## config.mk

```make
export PLATFORM = sky130hd
export DESIGN_NAME = memory_arbiter
export DESIGN_NICKNAME = d
export VERILOG_FILES = /design/src/rtl/cpu_types_pkg.sv /design/src/rtl/arb_timer.sv /design/src/rtl/memory_arbiter.sv
export SDC_FILE = /design/constraint.sdc
export NUM_CORES = 1
export LEC_CHECK = 0
export ABC_AREA = 1
export CORE_UTILIZATION = 41
export CTS_BUF_LIST = sky130_fd_sc_hd__clkbuf_8
export DETAILED_ROUTE_END_ITERATION = 10
export GPL_ROUTABILITY_DRIVEN = 0
export PLACE_DENSITY_LB_ADDON = 0.25
export SETUP_SLACK_MARGIN = 0.02
export SLEW_MARGIN = 20
export SYNTH_ARGS = -nofsm -noshare
export SYNTH_HDL_FRONTEND = slang
export SYNTH_HIERARCHICAL = 1
export SYNTH_SLANG_ARGS = --single-unit
```

## constraint.sdc

```tcl
create_clock -name CLK -period 5.05 [get_ports CLK]
set_clock_uncertainty 0.05 [all_clocks]
set_input_delay 1.01 -clock CLK [delete_from_list [all_inputs] [get_ports CLK]]
set_output_delay 1.01 -clock CLK [all_outputs]
set_load 0.03 [all_outputs]
```

## src/rtl/cpu_types_pkg.sv

```systemverilog
// Shared CPU memory-system types: RAM handshake states, arbiter states and the
// latched request payload driven onto the RAM port.
package cpu_types_pkg;

   localparam int unsigned WORD_W      = 32;
   localparam int unsigned ARB_TIMEOUT = 16;

   typedef logic [WORD_W-1:0] word_t;

   typedef enum logic [1:0] {
      FREE   = 2'd0,
      BUSY   = 2'd1,
      ACCESS = 2'd2,
      ERROR  = 2'd3
   } ramstate_t;

   typedef enum logic [1:0] {
      IDLE   = 2'd0,
      DGRANT = 2'd1,
      IGRANT = 2'd2,
      HALTED = 2'd3
   } arb_state_t;

   // Operation captured when a requester is granted the RAM.
   typedef struct packed {
      logic  write;
      word_t addr;
      word_t store;
   } arb_req_t;

endpackage

```

## src/rtl/arb_timer.sv

```systemverilog
// Grant-cycle counter: expired is high during the TIMEOUT-th consecutive
// enabled cycle since the last clear.
module arb_timer
   import cpu_types_pkg::*;
#(
   parameter int unsigned TIMEOUT = ARB_TIMEOUT
) (
   input  logic clk,
   input  logic rst,
   input  logic clear,
   input  logic enable,
   output logic expired
);

   localparam int unsigned CW = $clog2(TIMEOUT + 1);

   logic [CW-1:0] cnt;

   // Saturates at TIMEOUT so a stuck enable cannot wrap back to zero.
   always_ff @(posedge clk) begin
      if (rst || clear) begin
         cnt <= '0;
      end else if (enable && (cnt != CW'(TIMEOUT))) begin
         cnt <= cnt + CW'(1);
      end
   end

   assign expired = enable && (cnt >= CW'(TIMEOUT - 1));

endmodule

```

## src/rtl/memory_arbiter.sv

```systemverilog
// Single-port RAM arbiter between instruction fetch and data access, data first.
// Optional performance counters are built when ARB_PERF_EN is defined.
module memory_arbiter
   import cpu_types_pkg::*;
#(
   parameter int unsigned TIMEOUT = ARB_TIMEOUT
) (
   input  logic        CLK,
   input  logic        RST,
   input  logic        iREN,
   input  logic [31:0] iaddr,
   output logic [31:0] iload,
   output logic        ihit,
   input  logic        dREN,
   input  logic        dWEN,
   input  logic [31:0] daddr,
   input  logic [31:0] dstore,
   output logic [31:0] dload,
   output logic        dhit,
   input  logic        halt,
   output logic        ramREN,
   output logic        ramWEN,
   output logic [31:0] ramaddr,
   output logic [31:0] ramstore,
   input  logic [31:0] ramload,
   input  ramstate_t   ramstate,
`ifdef ARB_PERF_EN
   output logic [31:0] icount,
   output logic [31:0] dcount,
   output logic [31:0] stallcount,
`endif
   output logic        err
);

   arb_state_t state, state_next;
   arb_req_t   req_q, req_next;
   logic       latch;
   logic       set_err;
   logic       in_grant;
   logic       req_active;
   logic       expired;

   assign in_grant = (state == DGRANT) || (state == IGRANT);

   arb_timer #(.TIMEOUT(TIMEOUT)) u_timer (
      .clk     (CLK),
      .rst     (RST),
      .clear   (!in_grant),
      .enable  (in_grant),
      .expired (expired)
   );

   always_ff @(posedge CLK) begin
      if (RST) begin
         state <= IDLE;
         req_q <= '0;
         err   <= 1'b0;
      end else begin
         state <= state_next;
         if (latch)   req_q <= req_next;
         if (set_err) err   <= 1'b1;
      end
   end

   // Next state plus RAM/CPU-side outputs; hit and load follow ramstate in the same cycle.
   always_comb begin
      state_next = state;
      latch      = 1'b0;
      req_next   = '0;
      set_err    = 1'b0;
      req_active = 1'b0;
      ihit       = 1'b0;
      dhit       = 1'b0;
      iload      = '0;
      dload      = '0;
      ramREN     = 1'b0;
      ramWEN     = 1'b0;
      ramaddr    = '0;
      ramstore   = '0;

      case (state)
         IDLE: begin
            if (halt) begin
               state_next = HALTED;
            end else if (dWEN || dREN) begin
               state_next = DGRANT;
               latch      = 1'b1;
               req_next   = '{write: dWEN, addr: daddr, store: dstore};
            end else if (iREN) begin
               state_next = IGRANT;
               latch      = 1'b1;
               req_next   = '{write: 1'b0, addr: iaddr, store: '0};
            end
         end

         DGRANT, IGRANT: begin
            ramREN     = !req_q.write;
            ramWEN     = req_q.write;
            ramaddr    = req_q.addr;
            ramstore   = req_q.store;
            req_active = (state == DGRANT) ? (dREN || dWEN) : iREN;

            if (ramstate == ERROR) begin
               set_err    = 1'b1;
               state_next = IDLE;
            end else if (!req_active) begin
               state_next = IDLE;
            end else if (ramstate == ACCESS) begin
               state_next = IDLE;
               if (state == DGRANT) begin
                  dhit  = 1'b1;
                  dload = ramload;
               end else begin
                  ihit  = 1'b1;
                  iload = ramload;
               end
            end else if (expired) begin
               set_err    = 1'b1;
               state_next = IDLE;
            end
         end

         HALTED: state_next = HALTED;

         default: state_next = IDLE;
      endcase
   end

`ifdef ARB_PERF_EN
   // Saturating event counters for completed accesses and stalled grant cycles.
   always_ff @(posedge CLK) begin
      if (RST) begin
         icount     <= '0;
         dcount     <= '0;
         stallcount <= '0;
      end else begin
         if (ihit && (icount != '1)) icount <= icount + 32'd1;
         if (dhit && (dcount != '1)) dcount <= dcount + 32'd1;
         if (in_grant && (ramstate != ACCESS) && (stallcount != '1))
            stallcount <= stallcount + 32'd1;
      end
   end
`endif

endmodule

```

==> results.py, run 1 <==
metrics = {
    "status": {
        "status": "finished clean",
    },
    "layout": {
        "antenna_cells": 0,
        "final_cells": 1117,
        "drive_gt1_frac": 0.03976,
        "fin_nets": 1120,
        "syn_to_final_growth_pct": 66.21,
        "n_fill_cell": 948,
    },
    "sta": {
        "period_needed_ns": 4.370,
        "maxSlewHeadroom": 0.3888,
        "fin_ws_ns": 0.6799,
        "period_share": 0.8654,
        "hold-worst-slack_ns": 0.4123,
        "worst_pin_slew_ns": 0.9145,
        "hold_viol_final": 0,
        "max_freq_mhz": 228.8,
        "rsz0062_at_grt": "false",
        "finalSetupTns_ns": 0,
        "drv_slew": 0,
        "setup_viol": 0,
    },
    "route": {
        "num_vias": 5131,
        "via_per_inst": 4.594,
        "drtAntennaViolNets": 0,
        "wirelength_mm": 13.78,
        "drc": 0,
        "first_pass_iters": 4,
        "wire_per_inst_um": 12.33,
        "first_iter_violations": 420,
    },
    "critical_path": {
        "worstReg2RegStart": "state[0]",
        "crit_fanout": 19,
        "required_ns": 3.99,
        "critPathKind": "primary input to output pin",
        "crit_start": "ramstate[1]",
        "critical_path_arrival_ns": 3.31,
        "crit_path_start_kind": "primary input",
        "rrSetupSlack_ns": 2.63,
        "cp-end-kind": "output pin",
    },
    "job": {
        "max-cap-violations": 0,
    },
    "synthesis": {
        "ys_ff_latch": 73,
        "yosys.area_share.xor_xnor": 0.002010,
        "ys_types": 26,
        "yosysSeqAreaShare": 0.3353,
        "synthCells": 740,
        "synth_fa_ha_area_frac": 0.02297,
        "synthMuxAreaShare": 0,
        "yosys_warnings": 6,
        "syn_nets": 884,
        "synth_top_family_by_area": "simple AND/OR/NAND/NOR gates",
        "synth_compound_area_frac": 0.1197,
        "postSynthAreaPerCell_um2": 5.889,
        "netlist_area_um2": 4358,
        "synth-simple-area-share": 0.3514,
    },
    "clock_tree": {
        "clock_latency_ns": 0.33,
        "post_cts_buffers": 0,
        "clkTransAtPathRegs_ns": 0.08,
        "htreeDepth": 3,
        "cts_made_buffers": 9,
        "cts_num_sinks": 73,
        "clockRootBuffer": "clkbuf_8",
        "cts_tree": "built",
        "postCtsResizedCells": 0,
        "cts_buffer_depth": 2,
        "cts_hold_buf": 0,
    },
    "placed_design": {
        "dp.cells": 1101,
        "pre_cts_slack_ns": 0.6712,
        "port-buffer-count": 268,
        "hpwlAfterDp_mm": 10.02,
    },
    "die": {
        "dieHeight_um": 105.1,
        "num_io_pins": 269,
        "die_w_um": 105.1,
        "start_util": 0.4221,
        "core_um2": 10320,
        "die_area_um2": 11050,
        "fp-row-count": 37,
    },
    "hold_path": {
        "hp-start": "req_q[23]",
        "min_path_type": "register to register",
    },
    "global_routing": {
        "grt_pass1_vias": 4484,
        "grtUsageTotal": 0.2463,
        "gr-total-overflow": 0,
        "grt_pass1_wl_mm": 22.08,
        "grt_max_degree": 76,
        "antenna_found_initial": 0,
    },
    "power_and_ir_drop": {
        "p_per_area_nw_per_um2": 353.8,
        "p_leak_nw": 3.491,
        "vdd_drop_max_uv": 324.2,
    },
}
[placed cells by master (no fill, tap or decap), types with 2 or more instances in the layout]
master / n
clkdlybuf4s50_1: 265
nand2_1: 189
nor2_1: 142
inv_1: 121
dfxtp_1: 73
o21ai_0: 62
nand3_1: 40
a21oi_1: 36
clkbuf_8: 10
buf_4: 10
ha_1: 7
nor2_2: 4
o21ai_1: 3
bufinv_16: 3
nand2_2: 2
clkinv_4: 2
[power by group]
part | internal [mW] | switching (mW) | total, mW
logic | 0.456 | 0.800 | 1.26
clock network | 0.344 | 0.226 | 0.569
registers | 0.684 | 0.0534 | 0.737
[cell usage after synthesis (all sizes together)]
| cell type | count | area [um2] |
|---|---|---|
| buf | 31 | 205.2 |
| clkbuf | 19 | 75.07 |
| or2 | 2 | 12.52 |
| nor2 | 147 | 564.3 |
| dfxtp | 73 | 1461 |
| ha | 8 | 100.1 |
| nor3 | 2 | 15.01 |
| a21oi | 36 | 180.2 |
| a22oi | 1 | 7.510 |
| inv | 121 | 454.2 |
| xnor2 | 1 | 8.760 |
| o21ai | 66 | 334.1 |
| nand3 | 41 | 210.2 |
| and3 | 1 | 7.510 |
| nand2 | 191 | 721.9 |
[through the flow]
step             util  instance area (um2)  power [mW]
6_report       0.7016                 7243       2.563
5_1_grt        0.7016                 7243       2.731
4_1_cts        0.7016                 7243       2.582
3_5_place_dp   0.6771                 6990       2.012
3_3_place_gp   0.6771                 6990       2.002
2_1_floorplan       -                 4358       1.570
[critical path, cell delays in order]
cell,delay [ns]
clkdlybuf4s50_1,0.49
inv_1,0.05
or2_1,0.22
nor2_1,0.11
nand3_2,0.31
buf_4,0.32
nor2_1,0.11
clkdlybuf4s50_1,0.67
[sequential cells by signal (all words and copies together) (netlist names)]
signal,count
u_timer/cnt,5
req_q,65
state,2
err,1
[kinds of logic (layout without fill, tap and decap cells)]
kind of cell               Yosys count  after routing
xor gates and xnor gates             1              1
buffers and inverters              171            412
DFF                                 73             73
and+or+nand+nor                    384            384
AOI/OAI and AO/OA                  103            103
adders and majority gates            8              8
[area by class of cell]
type                            instances  area (um2)  share of cell area
Inverter                              121       454.2             0.06271
Tap cell                              136       170.2             0.02349
Timing Repair Buffer                  275        2728              0.3766
Clock inverter                          6       115.1             0.01589
Clock buffer                           10       137.6             0.01900
Sequential cell                        73        1461              0.2018
Multi-Input combinational cell        496        2177              0.3006
[worst paths after layout]
check | to | cells past startpoint
worst max-delay path | dload[24] | 8
worst min-delay path | req_q[23] | 2
worst max register to register | err | 11
worst min register to register | req_q[23] | 2
[metal layers]
layer | vias to the layer above | routed length (um) | global-route usage | share of wire
met4 | 0 | 178 | 0.06237 | 0.013
li1 | 2683 | - | - | -
met1 | 2262 | 5620 | 0.2790 | 0.41
met3 | 12 | 943 | 0.07174 | 0.068
met2 | 174 | 7034 | 0.4494 | 0.51
met5 | - | 0 | 0 | 0
No activity file was read; power rests on OpenSTA's default activity.
==> run 2, diff against run 1 <==
--- a/config.mk
+++ b/config.mk
@@ -6,7 +6,7 @@
 export NUM_CORES = 1
 export LEC_CHECK = 0
 export ABC_AREA = 1
-export CORE_UTILIZATION = 41
+export CORE_UTILIZATION = 35
 export CTS_BUF_LIST = sky130_fd_sc_hd__clkbuf_8
 export DETAILED_ROUTE_END_ITERATION = 10
 export GPL_ROUTABILITY_DRIVEN = 0
==> constraint.sdc (replaced) <==
create_clock -name CLK -period 3.85 [get_ports CLK]
set_clock_uncertainty 0.05 [all_clocks]
set_input_delay 0.77 -clock CLK [delete_from_list [all_inputs] [get_ports CLK]]
set_output_delay 0.77 -clock CLK [all_outputs]
set_load 0.03 [all_outputs]
==> run 2 against run 1 <==
Utilization fell by 11 points. Largest power group unchanged. Highest routed layer unchanged. Via count shrank 0.21%. Sequential share of layout area up 0.25 points.
==> results.py, run 2 (synthesized netlist as in run 1, its figures left out) <==
metrics = {
    "layout": {
        "multi_input_area_um2": 2177,
        "final_common_cell": "clkdlybuf4s50_1",
        "largest_reg_flops": 65,
        "n_fill_cell": 1195,
        "final_cell_mix": "204 x clkdlybuf4s50_1, 189 x nand2_1, 142 x nor2_1",
        "largest_register": "req_q",
        "area.sequential_um2": 1461,
        "final_cells": 1152,
        "reg.largest.list": "req_q: 65 flops, u_timer/cnt: 5 flops, state: 2 flops",
        "antenna_cells": 0,
        "fin_nets": 1123,
        "syn_to_final_growth_pct": 64.20,
        "final_area_um2": 7156,
        "drive_gt1_frac": 0.1037,
    },
    "power_and_ir_drop": {
        "p_per_area_nw_per_um2": 470.2,
        "vdd_drop_max_uv": 229.2,
        "p_leak_nw": 3.631,
    },
    "clock_tree": {
        "cts_num_sinks": 73,
        "cts_tree": "built",
        "postCtsResizedCells": 0,
        "clockRootBuffer": "clkbuf_8",
        "clock_latency_ns": 0.35,
        "post_cts_buffers": 0,
        "cts_made_buffers": 9,
        "cts_hold_buf": 0,
        "cts_buffer_depth": 2,
        "htreeDepth": 3,
        "clkTransAtPathRegs_ns": 0.08,
    },
    "sta": {
        "hold-worst-slack_ns": 0.4066,
        "max_freq_mhz": 285.0,
        "period_needed_ns": 3.509,
        "period_share": 0.9113,
        "fin_ws_ns": 0.3413,
        "hold_viol_final": 0,
        "setup_viol": 0,
        "finalSetupTns_ns": 0,
        "maxSlewHeadroom": 0.3417,
        "worst_pin_slew_ns": 0.9851,
        "rsz0062_at_grt": "false",
        "drv_slew": 0,
    },
    "global_routing": {
        "grt_max_degree": 66,
        "grtUsageTotal": 0.2231,
        "grt_pass1_vias": 4591,
        "antenna_found_initial": 0,
        "gr-total-overflow": 0,
        "grt_pass1_wl_mm": 22.63,
    },
    "die": {
        "dieHeight_um": 113.6,
        "core_um2": 12060,
        "start_util": 0.3613,
        "num_io_pins": 269,
        "die_area_um2": 12900,
        "fp-row-count": 40,
        "die_w_um": 113.6,
    },
    "route": {
        "wire_per_inst_um": 12.74,
        "first_iter_violations": 267,
        "drc": 0,
        "num_vias": 5120,
        "wirelength_mm": 14.67,
        "first_pass_iters": 5,
        "via_per_inst": 4.444,
        "drtAntennaViolNets": 0,
    },
    "critical_path": {
        "rr_worst_depth": 9,
        "cp-end-kind": "output pin",
        "crit_fanout": 24,
        "cpMostUsedCell": "inv_1",
        "crit_path_start_kind": "register",
        "cp_top_family": "buffers and inverters",
        "critPathKind": "register to output pin",
        "slowest_delay_ns": 0.69,
        "path_cells": "inv_1 -> ha_2 -> inv_1 -> nor2_1 -> nand3_2 -> inv_1 -> clkdlybuf4s50_1",
        "critical_path_arrival_ns": 2.69,
        "worstReg2RegStart": "state[0]",
        "required_ns": 3.03,
        "rrSetupSlack_ns": 1.42,
        "r2r_end": "req_q[47]",
        "path_buf_inv": 4,
        "cp_slowest_cell": "clkdlybuf4s50_1",
    },
    "hold_path": {
        "worstHoldEndpoint": "err",
        "whs_path_depth": 2,
        "hp-start": "err",
        "min_path_type": "register to register",
    },
    "placed_design": {
        "dp.cells": 1136,
        "hpwlAfterDp_mm": 10.65,
        "pre_cts_slack_ns": 0.4443,
        "port-buffer-count": 268,
        "dpl_cell_area_um2": 6938,
    },
    "status": {
        "status": "finished clean",
    },
    "job": {
        "max-cap-violations": 0,
    },
}
## run 2: how the worst max path moves through the flow
stage | from | endpoint | cells after the start
after floorplan | ramstate[1] | iload[13] | 6
after global placement | ramstate[1] | ihit | 7
after detailed placement | ramstate[1] | ihit | 7
after CTS | state[0] | dhit | 7
after global routing | state[0] | dhit | 7
final | state[0] | dhit | 7
## run 2: worst register-to-register path, delay by kind of cell (launching register included)
kind	cells	cell delay (ns)
buffers and inverters	4	1.30
adders and majority gates	1	0.15
and+or+nand+nor	2	0.26
AOI/OAI and AO/OA	2	0.26
DFF	1	0.35
## run 2: cell type report
class | count | share of cell area
flip-flops and latches | 73 | 0.2042
inverters | 121 | 0.06347
repair buffers | 278 | 0.3682
clock inverters | 7 | 0.01311
multi-input cells | 496 | 0.3042
well taps | 168 | 0.02938
clock buffers | 9 | 0.01731
## run 2: layer usage
metal / routed length, um / GRT usage
met1: 5913 / 0.2462
met2: 7473 / 0.4183
met3: 1114 / 0.05579
met4: 172 / 0.06667
met5: 0 / 0
## run 2: where the power goes
| group | switching, mW | total (mW) | internal [mW] |
|---|---|---|---|
| registers | 0.0707 | 0.968 | 0.897 |
| logic | 1.08 | 1.73 | 0.651 |
| clock network | 0.299 | 0.664 | 0.365 |
## run 2: metrics by stage
stage	util	total power [mW]
6_report	0.5933	3.364
5_1_grt	0.5933	3.595
4_1_cts	0.5933	3.401
3_5_place_dp	0.5752	2.725
3_3_place_gp	0.5752	2.721
2_1_floorplan	-	2.059
